[src/rtl/lfsr_pkg.sv]
// Shared LFSR definitions: candidate taps, padding byte, header layout,
// decoder state encoding and the single-step LFSR function.
package lfsr_pkg;

    localparam int unsigned LFSR_W = 8;
    localparam int unsigned NTAPS  = 8;

    localparam logic [LFSR_W-1:0] PAD_CHAR = 8'hA0;

    // Candidate taps, tried in index order.
    localparam logic [LFSR_W-1:0] TAP_LIST [NTAPS] = '{
        8'hE1, 8'hD4, 8'hC6, 8'hB8, 8'hB4, 8'hB2, 8'hFA, 8'hF3
    };

    localparam int unsigned ENC_BASE = 64;
    localparam int unsigned HDR_PAD  = 61;
    localparam int unsigned HDR_TAP  = 62;
    localparam int unsigned HDR_SEED = 63;

    typedef enum logic [3:0] {
        ST_IDLE,
        ST_SEED,
        ST_CHECK,
        ST_NEXT_TAP,
        ST_DECODE_INIT,
        ST_DECODE,
        ST_HDR,
        ST_DONE,
        ST_FAIL
    } state_t;

    function automatic logic [LFSR_W-1:0] lfsr_step(
        input logic [LFSR_W-1:0] s,
        input logic [LFSR_W-1:0] tap
    );
        return {s[LFSR_W-2:0], ^(s & tap)};
    endfunction

endpackage

[src/rtl/lfsr_decoder_core.sv]
// Keystream register: loadable LFSR state with a one-step lookahead output.
module lfsr_decoder_core
    import lfsr_pkg::*;
(
    input  logic              clk,
    input  logic              load,
    input  logic [LFSR_W-1:0] load_val,
    input  logic              en,
    input  logic [LFSR_W-1:0] tap,
    output logic [LFSR_W-1:0] s,
    output logic [LFSR_W-1:0] s_next
);

    assign s_next = lfsr_step(s, tap);

    // Load has priority over stepping.
    always_ff @(posedge clk) begin
        if (load) begin
            s <= load_val;
        end else if (en) begin
            s <= s_next;
        end
    end

endmodule

[src/rtl/lfsr_decoder.sv]
// LFSR block decoder: recovers tap/seed from the padding preamble, strips the
// padding, writes plaintext to dmem[0..] and the header to dmem[61..63].
module lfsr_decoder #(
    parameter int unsigned WIDTH    = 8,
    parameter int unsigned ADDR_W   = 8,
    parameter int unsigned NCHK     = 7,
    parameter int unsigned ENC_BASE = lfsr_pkg::ENC_BASE,
    parameter int unsigned MSG_LEN  = 64
) (
    input  logic              clk,
    input  logic              init,
    output logic [ADDR_W-1:0] raddr,
    input  logic [WIDTH-1:0]  rdata,
    output logic [ADDR_W-1:0] waddr,
    output logic [WIDTH-1:0]  wdata,
    output logic              wen,
    output logic              done,
    output logic              fail
);
    import lfsr_pkg::*;

    state_t            state;
    state_t            state_nx;
    logic [2:0]        tap_idx;
    logic [6:0]        cnt;
    logic [6:0]        pad_cnt;
    logic [ADDR_W-1:0] wptr;
    logic              in_msg;
    logic [WIDTH-1:0]  seed;

    logic [WIDTH-1:0]  cur_tap;
    logic [WIDTH-1:0]  s;
    logic [WIDTH-1:0]  s_next;
    logic              s_load;
    logic [WIDTH-1:0]  s_load_val;
    logic              s_en;
    logic              wr;
    logic [WIDTH-1:0]  p;

    assign cur_tap = TAP_LIST[tap_idx];
    assign p       = rdata ^ s;

    lfsr_decoder_core u_core (
        .clk      (clk),
        .load     (s_load),
        .load_val (s_load_val),
        .en       (s_en),
        .tap      (cur_tap),
        .s        (s),
        .s_next   (s_next)
    );

    // State register.
    always_ff @(posedge clk) begin
        if (init) begin
            state <= ST_IDLE;
        end else begin
            state <= state_nx;
        end
    end

    // Next-state, keystream control and write-port outputs.
    always_comb begin
        state_nx   = state;
        s_load     = 1'b0;
        s_load_val = seed;
        s_en       = 1'b0;
        wr         = 1'b0;
        waddr      = wptr;
        wdata      = p;
        case (state)
            ST_IDLE: state_nx = ST_SEED;
            ST_SEED: begin
                s_load     = 1'b1;
                s_load_val = rdata ^ PAD_CHAR;
                state_nx   = ST_CHECK;
            end
            ST_CHECK: begin
                // Byte k is compared against S[k], i.e. one step ahead of s.
                if ((rdata ^ s_next) != PAD_CHAR) begin
                    state_nx = ST_NEXT_TAP;
                end else begin
                    s_en = 1'b1;
                    if (cnt == 7'(NCHK)) state_nx = ST_DECODE_INIT;
                end
            end
            ST_NEXT_TAP: state_nx = (tap_idx == 3'(NTAPS - 1)) ? ST_FAIL : ST_SEED;
            ST_DECODE_INIT: begin
                s_load     = 1'b1;
                s_load_val = seed;
                state_nx   = ST_DECODE;
            end
            ST_DECODE: begin
                s_en = 1'b1;
                wr   = in_msg || (p != PAD_CHAR);
                if (cnt == 7'(MSG_LEN - 1)) state_nx = ST_HDR;
            end
            ST_HDR: begin
                wr = 1'b1;
                case (cnt)
                    7'd0: begin
                        waddr = ADDR_W'(HDR_PAD);
                        wdata = WIDTH'(pad_cnt);
                    end
                    7'd1: begin
                        waddr = ADDR_W'(HDR_TAP);
                        wdata = cur_tap;
                    end
                    default: begin
                        waddr = ADDR_W'(HDR_SEED);
                        wdata = seed;
                    end
                endcase
                if (cnt == 7'd2) state_nx = ST_DONE;
            end
            default: state_nx = state;
        endcase
        // init aborts writes and status in the same cycle it is raised.
        wen  = wr && !init;
        done = !init && ((state == ST_DONE) || (state == ST_FAIL));
        fail = !init && (state == ST_FAIL);
    end

    // Address, counter, tap index and header registers.
    always_ff @(posedge clk) begin
        if (init) begin
            raddr   <= ADDR_W'(ENC_BASE);
            tap_idx <= '0;
            cnt     <= '0;
            pad_cnt <= '0;
            wptr    <= '0;
            in_msg  <= 1'b0;
            seed    <= '0;
        end else begin
            case (state)
                ST_IDLE: raddr <= ADDR_W'(ENC_BASE);
                ST_SEED: begin
                    seed  <= rdata ^ PAD_CHAR;
                    cnt   <= 7'd1;
                    raddr <= raddr + ADDR_W'(1);
                end
                ST_CHECK: begin
                    cnt   <= cnt + 7'd1;
                    raddr <= raddr + ADDR_W'(1);
                end
                ST_NEXT_TAP: begin
                    if (tap_idx != 3'(NTAPS - 1)) tap_idx <= tap_idx + 3'd1;
                    raddr <= ADDR_W'(ENC_BASE);
                end
                ST_DECODE_INIT: begin
                    raddr   <= ADDR_W'(ENC_BASE);
                    pad_cnt <= '0;
                    wptr    <= '0;
                    in_msg  <= 1'b0;
                    cnt     <= '0;
                end
                ST_DECODE: begin
                    raddr <= raddr + ADDR_W'(1);
                    cnt   <= (cnt == 7'(MSG_LEN - 1)) ? 7'd0 : cnt + 7'd1;
                    if (wr) begin
                        wptr   <= wptr + ADDR_W'(1);
                        in_msg <= 1'b1;
                    end else begin
                        pad_cnt <= pad_cnt + 7'd1;
                    end
                end
                ST_HDR: cnt <= cnt + 7'd1;
                default: ;
            endcase
        end
    end

endmodule
[config.mk]
export PLATFORM = sky130hd
export DESIGN_NAME = lfsr_decoder
export DESIGN_NICKNAME = d
export VERILOG_FILES = /design/src/rtl/lfsr_pkg.sv /design/src/rtl/lfsr_decoder_core.sv /design/src/rtl/lfsr_decoder.sv
export SDC_FILE = /design/constraint.sdc
export NUM_CORES = 1
export LEC_CHECK = 0
export BUFFER_PORTS_ARGS = -buffer_cell sky130_fd_sc_hd__buf_4
export CAP_MARGIN = 20
export CELL_PAD_IN_SITES_DETAIL_PLACEMENT = 0
export CELL_PAD_IN_SITES_GLOBAL_PLACEMENT = 1
export CORE_MARGIN = 1
export CORE_UTILIZATION = 46
export CTS_CLUSTER_DIAMETER = 40
export DETAILED_ROUTE_END_ITERATION = 7
export PLACE_DENSITY = 0.9
export RECOVER_POWER = 50
export SLEW_MARGIN = 20
export SYNTH_ARGS = -nofsm -noshare
export SYNTH_HDL_FRONTEND = slang
export SYNTH_SLANG_ARGS = --single-unit
[constraint.sdc]
create_clock -name clk -period 6.9 [get_ports clk]
set_input_delay 1.035 -clock clk [delete_from_list [all_inputs] [get_ports clk]]
set_output_delay 1.035 -clock clk [all_outputs]
set_load 0.02 [all_outputs]
Yosys cells after proc, flatten, opt, wreduce, memory -nomap -nowiden
Memories as Yosys holds them, arrays and structs flattened.
Index checks and enable logic that the tools add are counted.
- word-level logic and storage cells: 92
- register bits after elaboration: 54
- bits in read-only memories: 64
- memories kept: 1
- output and inout bits: 27
- input port bits: 10
- reductions and logical operators: 22
- muxes and demuxes: 28
- bitwise logic cells: 5
- magnitude comparators: 1
- $add $sub $neg: 5
- eq/ne operators: 21
- memory list (name ; depth ; width ; rd ports ; clocked after memory_dff ; wr ports ; line ; text):
    (no name shown) ; 8 ; 8 ; 1 ; 0 ; 0 ; lfsr_decoder.sv:40 ; assign cur_tap = TAP_LIST[tap_idx];
- operators with widths (cell ; number):
    8-bit two-way mux ; 8
    8-bit one-hot mux with 2 select lines ; 3
    4-bit one-hot mux with 7 select lines ; 1
    7-bit one-hot mux with 4 select lines ; 1
    4-bit two-way mux ; 5
    8-bit by 1-bit adder with 8-bit output, second input constant ; 2
    4-bit by 3-bit equality test with 1-bit output, second input constant ; 4
    8-bit inequality test, second input constant ; 2
    8-bit bitwise XOR ; 2
    7-bit by 1-bit adder with 7-bit output, second input constant ; 2
    7-bit two-way mux ; 2
    7-bit one-hot mux with 2 select lines ; 1
    8-bit bitwise AND ; 1
    4-bit by 2-bit equality test with 1-bit output, second input constant ; 2
    2-bit inequality test, second input constant ; 4
    8-bit XOR reduction ; 1
    7-bit by 1-bit equality test with 1-bit output, second input constant ; 1
    7-bit by 2-bit equality test with 1-bit output, second input constant ; 1
    7-bit by 3-bit equality test with 1-bit output, second input constant ; 1
    7-bit by 6-bit equality test with 1-bit output, second input constant ; 1
    7-bit zero test ; 1
    7-bit nonzero test ; 1
    3-bit inequality test, second input constant ; 2
    1-bit one-hot mux with 2 select lines ; 3
    19 further kinds ; 30

Logic depth before layout (Yosys ltp)
- depth after elaboration: 12
- depth in mapped cells: 10
- gate-level depth less buffers: 9

By module
A second synthesis with hierarchy kept.
- cells, all modules: 429
- area total of the unflattened synthesis: 3478.3 µm²
- by module, submodules not included (module ; instances ; cells an instance ; area an instance (µm²) ; seq. area each (µm²)):
    lfsr_decoder ; 1 ; 389 ; 2994.1 ; 920.9
    lfsr_decoder_core ; 1 ; 40 ; 484.2 ; 240.2

Worst setup path before layout
No wires, ideal clock.
- path kind: input to output
- from: input rdata[5]
- to: output wen
- buffers on the path: 1
- stages on the path: 6
- setup slack: 2.977 ns
- data arrival time: 2.888 ns
- path through: xor2_1 nor3b_1 nand3_1 clkbuf_1 nand2_1 a2111oi_0
- longest elaborated chain between the ends: 5
- RTL lines (element ; line ; text):
    start: declaration ; lfsr_decoder.sv:13 ; input logic [WIDTH-1:0] rdata,
    8-bit bitwise XOR ; lfsr_decoder.sv:41 ; assign p = rdata ^ s;
    8-bit inequality test ; lfsr_decoder.sv:95 ; wr = in_msg || (p != PAD_CHAR);
    1-bit logical OR ; lfsr_decoder.sv:95 ;
    1-bit one-hot mux with 2 select lines ; lfsr_decoder.sv:71 ; case (state)
    1-bit logical AND ; lfsr_decoder.sv:119 ; wen = wr && !init;
    end: declaration ; lfsr_decoder.sv:16 ; output logic wen,
Every way passes these cells.

Worst setup path in the final report
- from: register cnt[3]
- to: output wdata[0]
- longest elaborated chain between the ends: 3
- elaborated cells on any way between the ends: 4
- RTL lines (element ; line ; text):
    start: declaration ; lfsr_decoder.sv:25 ; logic [6:0] cnt;
    start signal: assignment ; lfsr_decoder.sv:143 ; cnt <= cnt + 7'd1;
    start signal: assignment ; lfsr_decoder.sv:159 ; cnt <= (cnt == 7'(MSG_LEN - 1)) ? 7'd0 : cnt + 7'd1;
    start signal: assignment ; lfsr_decoder.sv:167 ; ST_HDR: cnt <= cnt + 7'd1;
    7-bit by 1-bit equality test with 1-bit output or 7-bit zero test (tied branches) ; lfsr_decoder.sv:100 ; case (cnt)
    8-bit one-hot mux with 2 select lines * ; lfsr_decoder.sv:100 ;
    8-bit two-way mux * ; lfsr_decoder.sv:71 ;
    end: declaration ; lfsr_decoder.sv:15 ; output logic [WIDTH-1:0] wdata,
Every way passes the cells marked *; elsewhere a longest branch is shown, timed or not.

==> summary.md <==
| Metric | Value |
|---|---|
| Hold depth | `2` |
| Fin Setup TNS | `0 ns` |
| Reg2reg start | `tap_idx[0]$_SDFFE_PP0P_` |
| Worst path arrival time | `2.79 ns` |
| Synthesized area | `3450 sq um` |
| Clk_lat worst skew | `0.32 ns` |
| Post-CTS Hold Fix Bufs | `0` |
| Worst Setup Start Kind | `flop` |
| Routed Antenna Nets | `0` |
| Starting Density | `47.5%` |
| Cells along the critical path | `or4_1, nor2_1, and2_1, nor2_1, a221oi_1, a21oi_1, buf_4` |
| Number of global-route vias before repair | `2815` |
| Hold Path Origin | `seed[3]$_SDFF_PP0_` |
| CP Capture Type | `output pin` |
| WL final | `8760 um` |
| Crit-path most repeated cell | `nor2_1` |
| Top_reg_cell synth | `dfxtp_1` |
| GP Congestion | `0.951` |
| TritonRoute pass-1 iters | `5` |
| Critical Path Max Stage Delay | `0.57 ns` |
| Asr flop ratio synth | `0%` |
| Delay-heaviest family, CP | `simple AND/OR/NAND/NOR gates` |
| CP Max Fanout | `9` |
| Drt drc | `0` |
| Maxcap violations | `0` |
| Worst Tran Pin Value | `1.17 ns` |
| Met1 WL | `4170 um` |
| CP required | `5.86 ns` |
| Ports | `37` |
| Max Freq | `0.261 GHz` |
| Area Growth Syn to Fin | `10.4%` |
| Post-DP HPWL | `6250 um` |
| Status | `finished clean` |
| RSZ-0062 raised after global routing | `no` |
| Routed WL per cell | `15.6 um` |
| Pin count of the biggest net entering global routing | `42` |
| RR Endpoint | `u_core.s[6]$_DFFE_PP_` |
| Number of synthesized flops with an enable pin | `8` |
| Total gr overflow | `0` |
| Port buffer count | `36` |
| Fin area | `3810 sq um` |
| CTS buffer count | `5` |
| Metal3 WL | `380 um` |
| Lkg Pwr | `1.45 nW` |
| Share of layout cells above drive strength 1 | `10.6%` |
| Fillers | `725` |
| Max layer used | `met4` |
| Root buffer cell | `clkbuf_8` |
| Hold WC Path Type | `reg2reg` |
| Iter 0 DRT Violations | `245` |
| Setup violators final | `0` |
| Syn_area_per_cell | `7.82 sq um` |
| Flop and latch count out of synthesis | `54` |
| Critical path's slowest cell | `or4_1` |
| Antenna violations before repair | `0` |
| Post-layout min period | `3.83 ns` |
| Core Box Area | `7250 sq um` |
| Pwr/cell area | `223 nW/um^2` |
| Worst Setup Path Type | `reg2out` |
| Peak VDD IR | `0.0937 mV` |
| Die X | `88.6 um` |
| First-pass GRT wire length | `14000 um` |
| Period utilization | `55.4%` |
| ANT cells | `0` |
| Routed vias | `3249` |
| WP buf/inv | `1` |
| Synthesized instance count | `441` |
| Post_cts resized | `0` |
| TritonCTS clock tree | `done` |
| Final Hold Fails | `0` |
| Nets | `485` |
| CTS Sinks | `54` |
| Die area | `7850 sq um` |
| Area post-placement | `3730 sq um` |
| Yosys Warn Count | `0` |
| Register area share after synthesis | `33.7%` |
| Reg2Reg Depth | `9` |
| Final slew viol count | `0` |
| DR WL met2 | `4110 um` |
| Clock-pin slew on the worst setup and hold paths | `0.11 ns` |
| Slew HR | `21.4%` |
| Setup Buffers After CTS | `0` |
| # H-tree levels | `2` |
| Min-Delay Endpoint | `seed[3]$_SDFF_PP0_` |
| Tot GR Track Use | `23.1%` |
| Syn_nets | `463` |
| Flop2flop setup slack | `3.85 ns` |
| Clock skew | `0.0138 ns` |
| Maximum buffer depth of the clock tree | `2` |
| Standard-cell rows | `31` |
| Die height | `88.6 um` |
| Via density | `5.77` |
| Cell variety after synth | `57` |
-- cell families after synthesis --
family          share of synthesized area [%]
simple gates                             25.5
fa+ha+maj                                4.35
compound gates                           22.3
mux                                      2.90
flops                                    33.7
buf+inv                                  4.68
xor+xnor                                 6.57
-- routing by layer --
layer	GRT usage, %	vias up
met2	37.7	84
li1	-	1618
met5	0	-
met1	32.3	1539
met3	3.26	8
met4	5.57	0
-- final cells by class --
| type | instances | area, sq um | share of cell area, % |
|---|---|---|---|
| Clock buffer | 6 | 82.6 | 2.17 |
| Clock inverter | 2 | 15.0 | 0.394 |
| Inverter | 9 | 33.8 | 0.887 |
| Multi-Input combinational cell | 354 | 2140 | 56.1 |
| Sequential cell | 54 | 1160 | 30.5 |
| Tap cell | 99 | 124 | 3.25 |
| Timing Repair Buffer | 39 | 255 | 6.70 |
-- placed cells by master (no fill, tap or decap), types with 3 or more instances in the layout --
| cell | instances |
|---|---|
| nand2b_1 | 6 |
| or3_1 | 6 |
| or2_2 | 5 |
| a21oi_1 | 52 |
| nand4b_1 | 4 |
| nor2_1 | 60 |
| a311oi_1 | 3 |
| nor2b_1 | 11 |
| a22oi_1 | 4 |
| and3_1 | 10 |
| a221oi_1 | 6 |
| nor3b_1 | 5 |
| clkbuf_8 | 6 |
| clkbuf_1 | 10 |
| o21ai_0 | 24 |
| xnor2_1 | 9 |
| ha_1 | 12 |
| inv_1 | 8 |
| a211oi_1 | 4 |
| dfxtp_1 | 46 |
| a31oi_1 | 7 |
| nand2_1 | 44 |
| nand4_1 | 4 |
| mux2i_1 | 10 |
| o21ai_1 | 7 |
| buf_4 | 29 |
| xor2_1 | 14 |
| a21o_1 | 4 |
| nor3_1 | 7 |
| edfxtp_1 | 8 |
| nand3_1 | 10 |
-- report_power, final --
part           total (mW)  internal (mW)  leakage, nW  switching [mW]
Combinational       0.262          0.104        0.954           0.157
Clock               0.195         0.0833       0.0521           0.112
Sequential          0.391          0.348        0.448          0.0432
-- worst register-to-register path: cells and delay by family (launching register included) --
| family | cells | cell delay (ns) |
|---|---|---|
| compound gates | 3 | 0.48 |
| xor+xnor | 2 | 0.63 |
| fa+ha+maj | 1 | 0.39 |
| buf+inv | 2 | 0.33 |
| flops | 1 | 0.56 |
| simple gates | 1 | 0.36 |
-- cells in the mapped netlist, types with 2 or more instances --
library cell | number | share of area, %
inv_1 | 8 | 0.87
buf_1 | 2 | 0.22
a211oi_1 | 4 | 0.87
clkbuf_1 | 16 | 1.7
nor2b_1 | 11 | 2.0
nor3_1 | 8 | 1.2
nor4_1 | 2 | 0.36
a311oi_1 | 3 | 0.76
o21ai_0 | 22 | 3.2
dfxtp_1 | 46 | 27
nand3_1 | 10 | 1.5
xor2_1 | 14 | 3.6
or3_1 | 6 | 1.1
nand4_1 | 4 | 0.73
a32o_1 | 2 | 0.58
nor2_1 | 60 | 6.5
a21o_1 | 4 | 0.87
nand4b_1 | 4 | 1.0
buf_6 | 2 | 0.65
and3_1 | 10 | 1.8
o21ai_1 | 9 | 1.3
o21bai_1 | 2 | 0.44
nand2_1 | 44 | 4.8
a22oi_1 | 4 | 0.87
or2_2 | 5 | 0.91
ha_1 | 12 | 4.4
nor3b_1 | 5 | 1.1
nand3b_1 | 2 | 0.44
edfxtp_1 | 8 | 7.0
mux2i_1 | 10 | 2.9
a21oi_1 | 52 | 7.5
a31oi_1 | 7 | 1.3
nand2b_1 | 6 | 1.1
xnor2_1 | 9 | 2.3
a221oi_1 | 6 | 1.5
-- state kept, by name, summed over array words and instances, names as in the netlist, 3 cells and up --
register / flops
seed: 8
state: 4
raddr: 8
pad_cnt: 7
tap_idx: 3
u_core.s: 8
wptr: 8
cnt: 7
-- worst max-delay path by stage --
stage	from	end	slack [ns]	cells after the start
6_report	cnt[3]$_SDFFE_PP0P_	wdata[0]	3.07	7
5_1_grt	cnt[6]$_SDFFE_PP0P_	wdata[0]	2.92	7
4_1_cts	rdata[7]	wen	3.09	7
3_5_place_dp	rdata[7]	wen	3.11	7
3_3_place_gp	rdata[5]	wen	3.15	7
2_1_floorplan	rdata[5]	wen	2.98	6
-- stage by stage --
| step | utilization, % | setup slack [ns] | instances | hold WS (ns) | power, mW |
|---|---|---|---|---|---|
| after floorplan | - | 2.98 | 441 | 0.449 | 0.582 |
| after global placement | 51.5 | 3.15 | 554 | 0.460 | 0.652 |
| after detailed placement | 51.5 | 3.11 | 554 | 0.469 | 0.656 |
| after CTS | 52.8 | 3.09 | 562 | 0.485 | 0.850 |
| after global routing | 52.5 | 2.92 | 563 | 0.504 | 0.898 |
| final | 52.5 | 3.07 | 563 | 0.486 | 0.848 |
(Power assumes the default switching activity.)
